===== src/rtl/config_byte_loader.sv =====
// Assembles 9-byte {addr, data, xor} frames from a byte stream and issues
// one-cycle config writes to the switch box, with a post-write quiet gap.
module config_byte_loader #(
  parameter int GAP_CYCLES = 1,
  parameter int CNT_W      = 16
) (
  input  logic             clk,
  input  logic             reset,
  input  logic [7:0]       in_data,
  input  logic             in_valid,
  output logic             in_ready,
  input  logic             abort,
  output logic [31:0]      config_addr,
  output logic [31:0]      config_data,
  output logic             config_en,
  output logic             chk_err,
  output logic [CNT_W-1:0] frame_count,
  output logic [CNT_W-1:0] err_count
);

  typedef enum logic [1:0] {
    COLLECT,
    WRITE,
    GAP
  } state_t;

  state_t      state;
  state_t      state_next;
  logic [3:0]  idx;
  logic [7:0]  xor_acc;
  logic [63:0] shadow;
  logic [3:0]  gap_cnt;

  logic accept;
  logic last_byte;
  logic sum_ok;
  logic commit;

  // Reset also gates the handshake and strobe so nothing leaks out while held.
  assign in_ready  = (state == COLLECT) && !abort && !reset;
  assign config_en = (state == WRITE) && !reset;
  assign accept    = in_valid && in_ready;
  assign last_byte = (idx == 4'd8);
  assign sum_ok    = ((xor_acc ^ in_data) == 8'h00);
  assign commit    = accept && last_byte && sum_ok;

  always_ff @(posedge clk) begin
    // NOTE: sequential state uses non-blocking assignments so every register
    // samples pre-edge values regardless of statement order.
    if (reset) state <= COLLECT;
    else       state <= state_next;
  end

  always_comb begin
    // NOTE: default assigned first so no path leaves state_next unassigned
    // and no latch is inferred.
    state_next = state;
    case (state)
      COLLECT: if (commit) state_next = WRITE;
      WRITE:   state_next = (GAP_CYCLES > 0) ? GAP : COLLECT;
      GAP:     if (gap_cnt == 4'd0) state_next = COLLECT;
      default: state_next = COLLECT;
    endcase
  end

  always_ff @(posedge clk) begin
    if (reset) begin
      gap_cnt <= 4'd0;
    end else if (state == WRITE) begin
      gap_cnt <= 4'(GAP_CYCLES - 1);
    end else if (state == GAP && gap_cnt != 4'd0) begin
      gap_cnt <= gap_cnt - 4'd1;
    end
  end

  always_ff @(posedge clk) begin
    if (reset) begin
      idx         <= 4'd0;
      xor_acc     <= 8'h00;
      shadow      <= 64'h0;
      config_addr <= 32'h0;
      config_data <= 32'h0;
      chk_err     <= 1'b0;
      frame_count <= '0;
      err_count   <= '0;
    end else if (state == COLLECT && abort) begin
      idx     <= 4'd0;
      xor_acc <= 8'h00;
    end else if (accept) begin
      if (last_byte) begin
        idx     <= 4'd0;
        xor_acc <= 8'h00;
        // Counters bump on the accepting edge so they are current during WRITE.
        if (sum_ok) begin
          config_addr <= shadow[63:32];
          config_data <= shadow[31:0];
          if (frame_count != '1) frame_count <= frame_count + 1'b1;
        end else begin
          chk_err <= 1'b1;
          if (err_count != '1) err_count <= err_count + 1'b1;
        end
      end else begin
        shadow  <= {shadow[55:0], in_data};
        idx     <= idx + 4'd1;
        xor_acc <= xor_acc ^ in_data;
      end
    end
  end

endmodule

===== config.mk =====
export PLATFORM = sky130hd
export DESIGN_NAME = config_byte_loader
export DESIGN_NICKNAME = d
export VERILOG_FILES = /design/src/rtl/config_byte_loader.sv
export SDC_FILE = /design/constraint.sdc
export NUM_CORES = 1
export LEC_CHECK = 0
export ABC_AREA = 1
export BUFFER_PORTS_ARGS = -buffer_cell sky130_fd_sc_hd__buf_2
export CELL_PAD_IN_SITES_DETAIL_PLACEMENT = 2
export CELL_PAD_IN_SITES_GLOBAL_PLACEMENT = 2
export CORE_MARGIN = 5
export CORE_UTILIZATION = 34
export CTS_BUF_LIST = sky130_fd_sc_hd__clkbuf_4 sky130_fd_sc_hd__clkbuf_8
export DETAILED_ROUTE_END_ITERATION = 7
export PLACE_DENSITY_LB_ADDON = 0.1
export RECOVER_POWER = 25
export SLEW_MARGIN = 30
export SYNTH_ARGS = -nofsm -noshare
export SYNTH_HDL_FRONTEND = slang
export SYNTH_SLANG_ARGS = --single-unit

===== constraint.sdc =====
create_clock -name clk -period 1.9 [get_ports clk]
set_input_delay 0.38 -clock clk [delete_from_list [all_inputs] [get_ports clk]]
set_output_delay 0.38 -clock clk [all_outputs]
set_load 0.02 [all_outputs]

; After elaboration in Yosys (flattened, before gate mapping)
; Cells that the tools add are included.
; W data, S select, Z words.
[word_totals]
regBits = 179
word_cells = 52
[op_classes]
n_addsub = 4
reduce_logical = 22
bitwise_logic = 4
n_mux = 5
eq_ne = 7
[op_table]
columns = cell, n
row1 = $add A16 B1 Y16 const B, 2
row2 = $ne A16 B16 Y1 const B, 2
row3 = $reduce_and A5 Y1, 2
row4 = $logic_and A1 B1 Y1, 8
row5 = $logic_not A8 Y1, 1
row6 = $mux W8, 1
row7 = $reduce_and A4 Y1, 2
row8 = $xor A8 B8 Y8, 1
row9 = $pmux W2 S3, 1
row10 = $add A4 B1 Y4 const B, 1
row11 = $eq A4 B4 Y1 const B, 1
row12 = $logic_not A4 Y1, 1
row13 = $mux W2, 2
row14 = $mux W4, 1
row15 = $ne A2 B2 Y1 const B, 2
row16 = $reduce_bool A4 Y1, 1
row17 = $reduce_or A2 Y1, 2
row18 = $sub A4 B1 Y4 const B, 1
row19 = $not A1 Y1, 3
row20 = $reduce_and A3 Y1, 1
row21 = $eq A2 B1 Y1 const B, 1
row22 = $eq A2 B2 Y1 const B, 1
row23 = $logic_not A1 Y1, 2
row24 = $logic_not A2 Y1, 1
row25 = $reduce_and A2 Y1, 1

; Longest topological paths before layout
[logic_depth]
word_depth = 8
mapped_depth = 12
mapped_depth_nobuf = 11

; Least setup slack after synthesis
; No wires, ideal clock.
[synth_timing]
kind = reg-to-reg
from = register frame_count[0]
to = register frame_count[7]
setup_slack_ns = 0.098
required_time_ns = 1.830
arrival_time_ns = 1.732
synth_period_minus_slack_ns = 1.802
stages_incl_launch_ff = 11
cell_sequence = dfxtp_1 ha_1 nand3_1 nor2_2 nand4_1 clkinv_1 nand2_2 nand2_2 buf_4 nand2_1 a21oi_1
[synth_between]
elab_chain_cells = 2
[synth_lines]
columns = item, line
row1 = start: declaration, 17  ; output logic [CNT_W-1:0] frame_count,
row2 = start signal: assignment, 97  ; if (frame_count != '1) frame_count <= frame_count + 1'b1;
row3 = "parallel branches: the longest is 2 deep, another holds $add A16 B1 Y16", -
; Parallel ways; which one is timed is not known.
; A chain may end at the register's enable or synchronous reset.

; Final worst setup path
[layout_timing]
from = register idx[0]
to = register config_data[27]
[layout_between]
elab_chain_cells = 2
[layout_lines]
columns = item, line
row1 = start: declaration, 29  ; logic [3:0] idx;
row2 = start signal: assignment, 104  ; idx <= idx + 4'd1;
row3 = $eq A4 B4 Y1, 43  ; assign last_byte = (idx == 4'd8);
row4 = $reduce_and A4 Y1 (no line), -
row5 = end signal: assignment, 96  ; config_data <= shadow[31:0];
row6 = end: declaration, 14  ; output logic [31:0] config_data,
; No other way between the ends.

==> key figures <==
Placement
  • Placed instance area: 8304 um^2
  • Gpl congestion: 0.7367
  • # placed instances: around 1300
  • Count of input and output buffers: 110
  • Final HPWL DP: ~15000 um

STA
  • RSZ-0062 raised after global routing: true
  • Rel. slew slack: 62.80%
  • Slew Viols, Final: 0
  • Slew @ Worst Pin: 0.5580 ns
  • Hold Vio Cnt, Final: 0
  • Period minus WS final: 1.780 ns
  • Fmax: 561.7 MHz
  • Final period util: 93.70%
  • Worst clock skew: about 0.021 ns
  • Setup violations, final: 0

Cells and area
  • Filler cells: 2486
  • Design area: 8732 um^2
  • Non-filler cells in the finished layout: 1365
  • # diodes: 0
  • Share of layout cells above drive strength 1: between 10% and 20%
  • Sequential Area: 3586 um^2
  • Area Growth Syn to Fin: 22.29%
  • Final #Nets: 1094
  • Area taken by multi-input logic gates: 2890 um^2

Yosys
  • Syn Std Cell Area: between 7000 and 8000 um^2
  • Post-synthesis sequential area ratio: 50.18%
  • Flip-flop and latch count after synthesis: 179
  • Count of cell types in the netlist: 32
  • Primary FF master, synth: dfxtp_1
  • Net Count, Synth: ~960
  • Post-synth ARST share: 0%
  • Synth warn: 0
  • EDFF count, synth: 0
  • Mapped Cells: 939
  • Avg Inst Size Synth: 7.604 um^2

Pwr
  • Worst VDD drop: 0.3821 mV
  • Clk pwr share: 39.7%
  • Pwr per Cell Area: 794.2 nW/um^2
  • Reg power frac: 55.6%
  • Combinational Power Share: 4.7%
  • Switching power: 1874 uW
  • P_int: 5061 uW
  • Switch share: 27.02%
  • Pleak: approximately 0.0035 uW

Routing
  • Drt drc: 0
  • DRT iter0 DRCs: 230
  • Vias: 6682
  • Final ANT Viol Nets: 0
  • DR WL/cell: 15.78 um
  • TritonRoute pass-1 iters: 4
  • Wirelength, routed: about 22000 um
  • Via density per instance: about 5

Flow run
  • Maximum capacitance violations: 0

Floorplanning
  • DIE HEIGHT: 154.9 um
  • Cell Rows: 53
  • Die footprint: between 20000 and 25000 um^2
  • Core area: 20820 um^2
  • # IOs: roughly 110
  • Initial core utilization: 34.29%
  • Die width: 154.9 um

Clock network
  • Clk pin slew, worst setup/hold paths: approximately 0.10 ns
  • Clock tree buffer depth: 2
  • CTS Hold Bufs: 0
  • Worst skew pair latency: 0.47 ns
  • Clock Sinks: 179
  • TritonCTS clock tree: yes
  • Clock buffer count from CTS: 17
  • # H-tree levels: 4
  • Root Driver: clkbuf_8

Global routing
  • Vias in the first global route: 7081
  • First-pass GRT wire length: 35240 um
  • Largest net degree at the start of global routing: 138
  • Total GRT Usage: ~18%
  • Grt ovf: 0
  • Initial antenna violation count: 0

Setup path
  • Cells on worst reg2reg path: 10
  • Worst reg2reg path startpoint: idx[0]
  • Critical Path AT: 2.17 ns
  • Worst Path Max Fanout: 16
  • Crit. Startpoint: idx[0]
  • Kind of critical path: reg2reg
  • Worst setup SP type: flip-flop
  • CP required: 2.29 ns
  • CP Capture Type: flip-flop

Hold path
  • Min-delay src: in_data[6]
  • WHS Path Cells: 3
  • Worst min path class: in2reg

Status
  • Outcome: complete, no violations
power groups by stage:
stage	logic (uW)	registers (uW)	clock network (uW)
floorplan	198	3930	0
global placement	320	3940	0
detailed placement	327	3940	0
CTS	330	3860	2880
global route	365	3870	3000
finish	323	3860	2750
metrics by stage:
stage	setup slack, ns	total power, uW	hold slack, ns	utilization (%)	setup TNS (ns)
after floorplan	0.09801	4129	0.4410	-	0
after global placement	0.0008388	4260	0.4522	39.88	0
after detailed placement	-0.07860	4270	0.4663	39.88	-1.630
after CTS	0.002564	7072	0.1637	41.93	0
after global routing	-0.004729	7235	0.1795	41.94	-0.004729
final	0.1197	6935	0.2056	41.94	0
state kept, by name (all words and copies together), names as in the netlist:
| register | flops |
|---|---|
| chk_err | 1 |
| config_addr | 32 |
| config_data | 32 |
| err_count | 16 |
| frame_count | 16 |
| gap_cnt | 4 |
| idx | 4 |
| shadow | 64 |
| state | 2 |
| xor_acc | 8 |
routing by layer:
layer / global-route usage, % / part of all wire, % / vias up
li1: - / - / 3333
met5: 0 / 0 / -
met3: 3.115 / 2.7 / 13
met1: 22.02 / 45 / 3251
met4: 4.584 / 0.84 / 0
met2: 32.28 / 51 / 85
synth_stat cells (all sizes together), types with 2 or more instances:
| library cell | n | share of area [%] |
|---|---|---|
| xnor2 | 6 | 0.74 |
| o21ai | 133 | 9.3 |
| nand4 | 7 | 0.61 |
| clkbuf | 24 | 1.3 |
| a211oi | 6 | 0.63 |
| dfxtp | 179 | 50 |
| nor2 | 100 | 5.6 |
| and2 | 2 | 0.18 |
| nand3b | 2 | 0.21 |
| inv | 110 | 5.8 |
| ha | 5 | 0.88 |
| xor2 | 7 | 0.86 |
| buf | 25 | 2.5 |
| nor3 | 7 | 0.49 |
| nand3 | 32 | 2.3 |
| nand2 | 142 | 7.6 |
| or2 | 2 | 0.18 |
| a21oi | 146 | 10 |
cells by family after synthesis:
logic type      after synthesis  synth area share (%)
compound gates              287                 20.45
xor+xnor                     13                 1.595
fa+ha+maj                     5                0.8761
buf+inv                     160                 9.602
flops                       179                 50.18
simple gates                295                 17.29
critical path, cell delays in order, from the launching register on:
cell	delay, ns
dfxtp_1	0.35
inv_1	0.09
ha_1	0.16
nand3_1	0.12
inv_2	0.11
nand2_2	0.11
nor2_4	0.20
buf_12	0.19
buf_16	0.16
o21ai_1	0.07
a21oi_1	0.15
cell type report:
| class | instances | area share (%) |
|---|---|---|
| Clock buffer | 17 | 2.679 |
| Timing Repair Buffer | 168 | 12.25 |
| Multi-Input combinational cell | 600 | 33.10 |
| Sequential cell | 179 | 41.07 |
| Inverter | 111 | 4.800 |
| Tap cell | 275 | 3.940 |
| Clock inverter | 15 | 2.164 |
path summary, 6_finish.rpt:
check / endpoint / slack [ns]
min: shadow[6] / 0.21
max reg2reg: config_data[27] / 0.12
min reg2reg: xor_acc[6] / 0.48
max: config_data[27] / 0.12
placed cells by master, fill, tap and decap left out, types with 2 or more instances in the layout:
cell type  synthesis  final
buf_2             14     44
nor2_2             1      3
xnor2_1            6      5
or2_2              2      2
nand3_1           31     31
nor2_1            96     94
nand2_2            4      5
buf_4              2     45
buf_12             0     10
a21oi_1          145    144
inv_8              0      6
clkinv_8           0      3
o21ai_1           51     51
o21ai_0           82     82
and2_1             2      2
inv_1            107    106
a21oi_2            1      2
nor3_1             7      7
inv_2              3      3
clkinv_4           0      3
dfxtp_2            0      2
nor2_4             3      3
clkbuf_1          24     66
a211oi_1           6      6
nand4_1            7      7
dfxtp_1          179    177
nand3b_1           2      2
ha_1               5      5
nand2_1          138    137
xor2_1             7      7
clkbuf_8           0     17
timing repair:
| action | 4_1_cts | 5_1_grt |
|---|---|---|
| pin swaps | 1 | 1 |
| setup buffers | 0 | 4 |
| setup endpoints to repair | 6 | 63 |
| gates cloned | 0 | 1 |
| resized for setup | 1 | 9 |
Power figures use the tool's default switching activity.
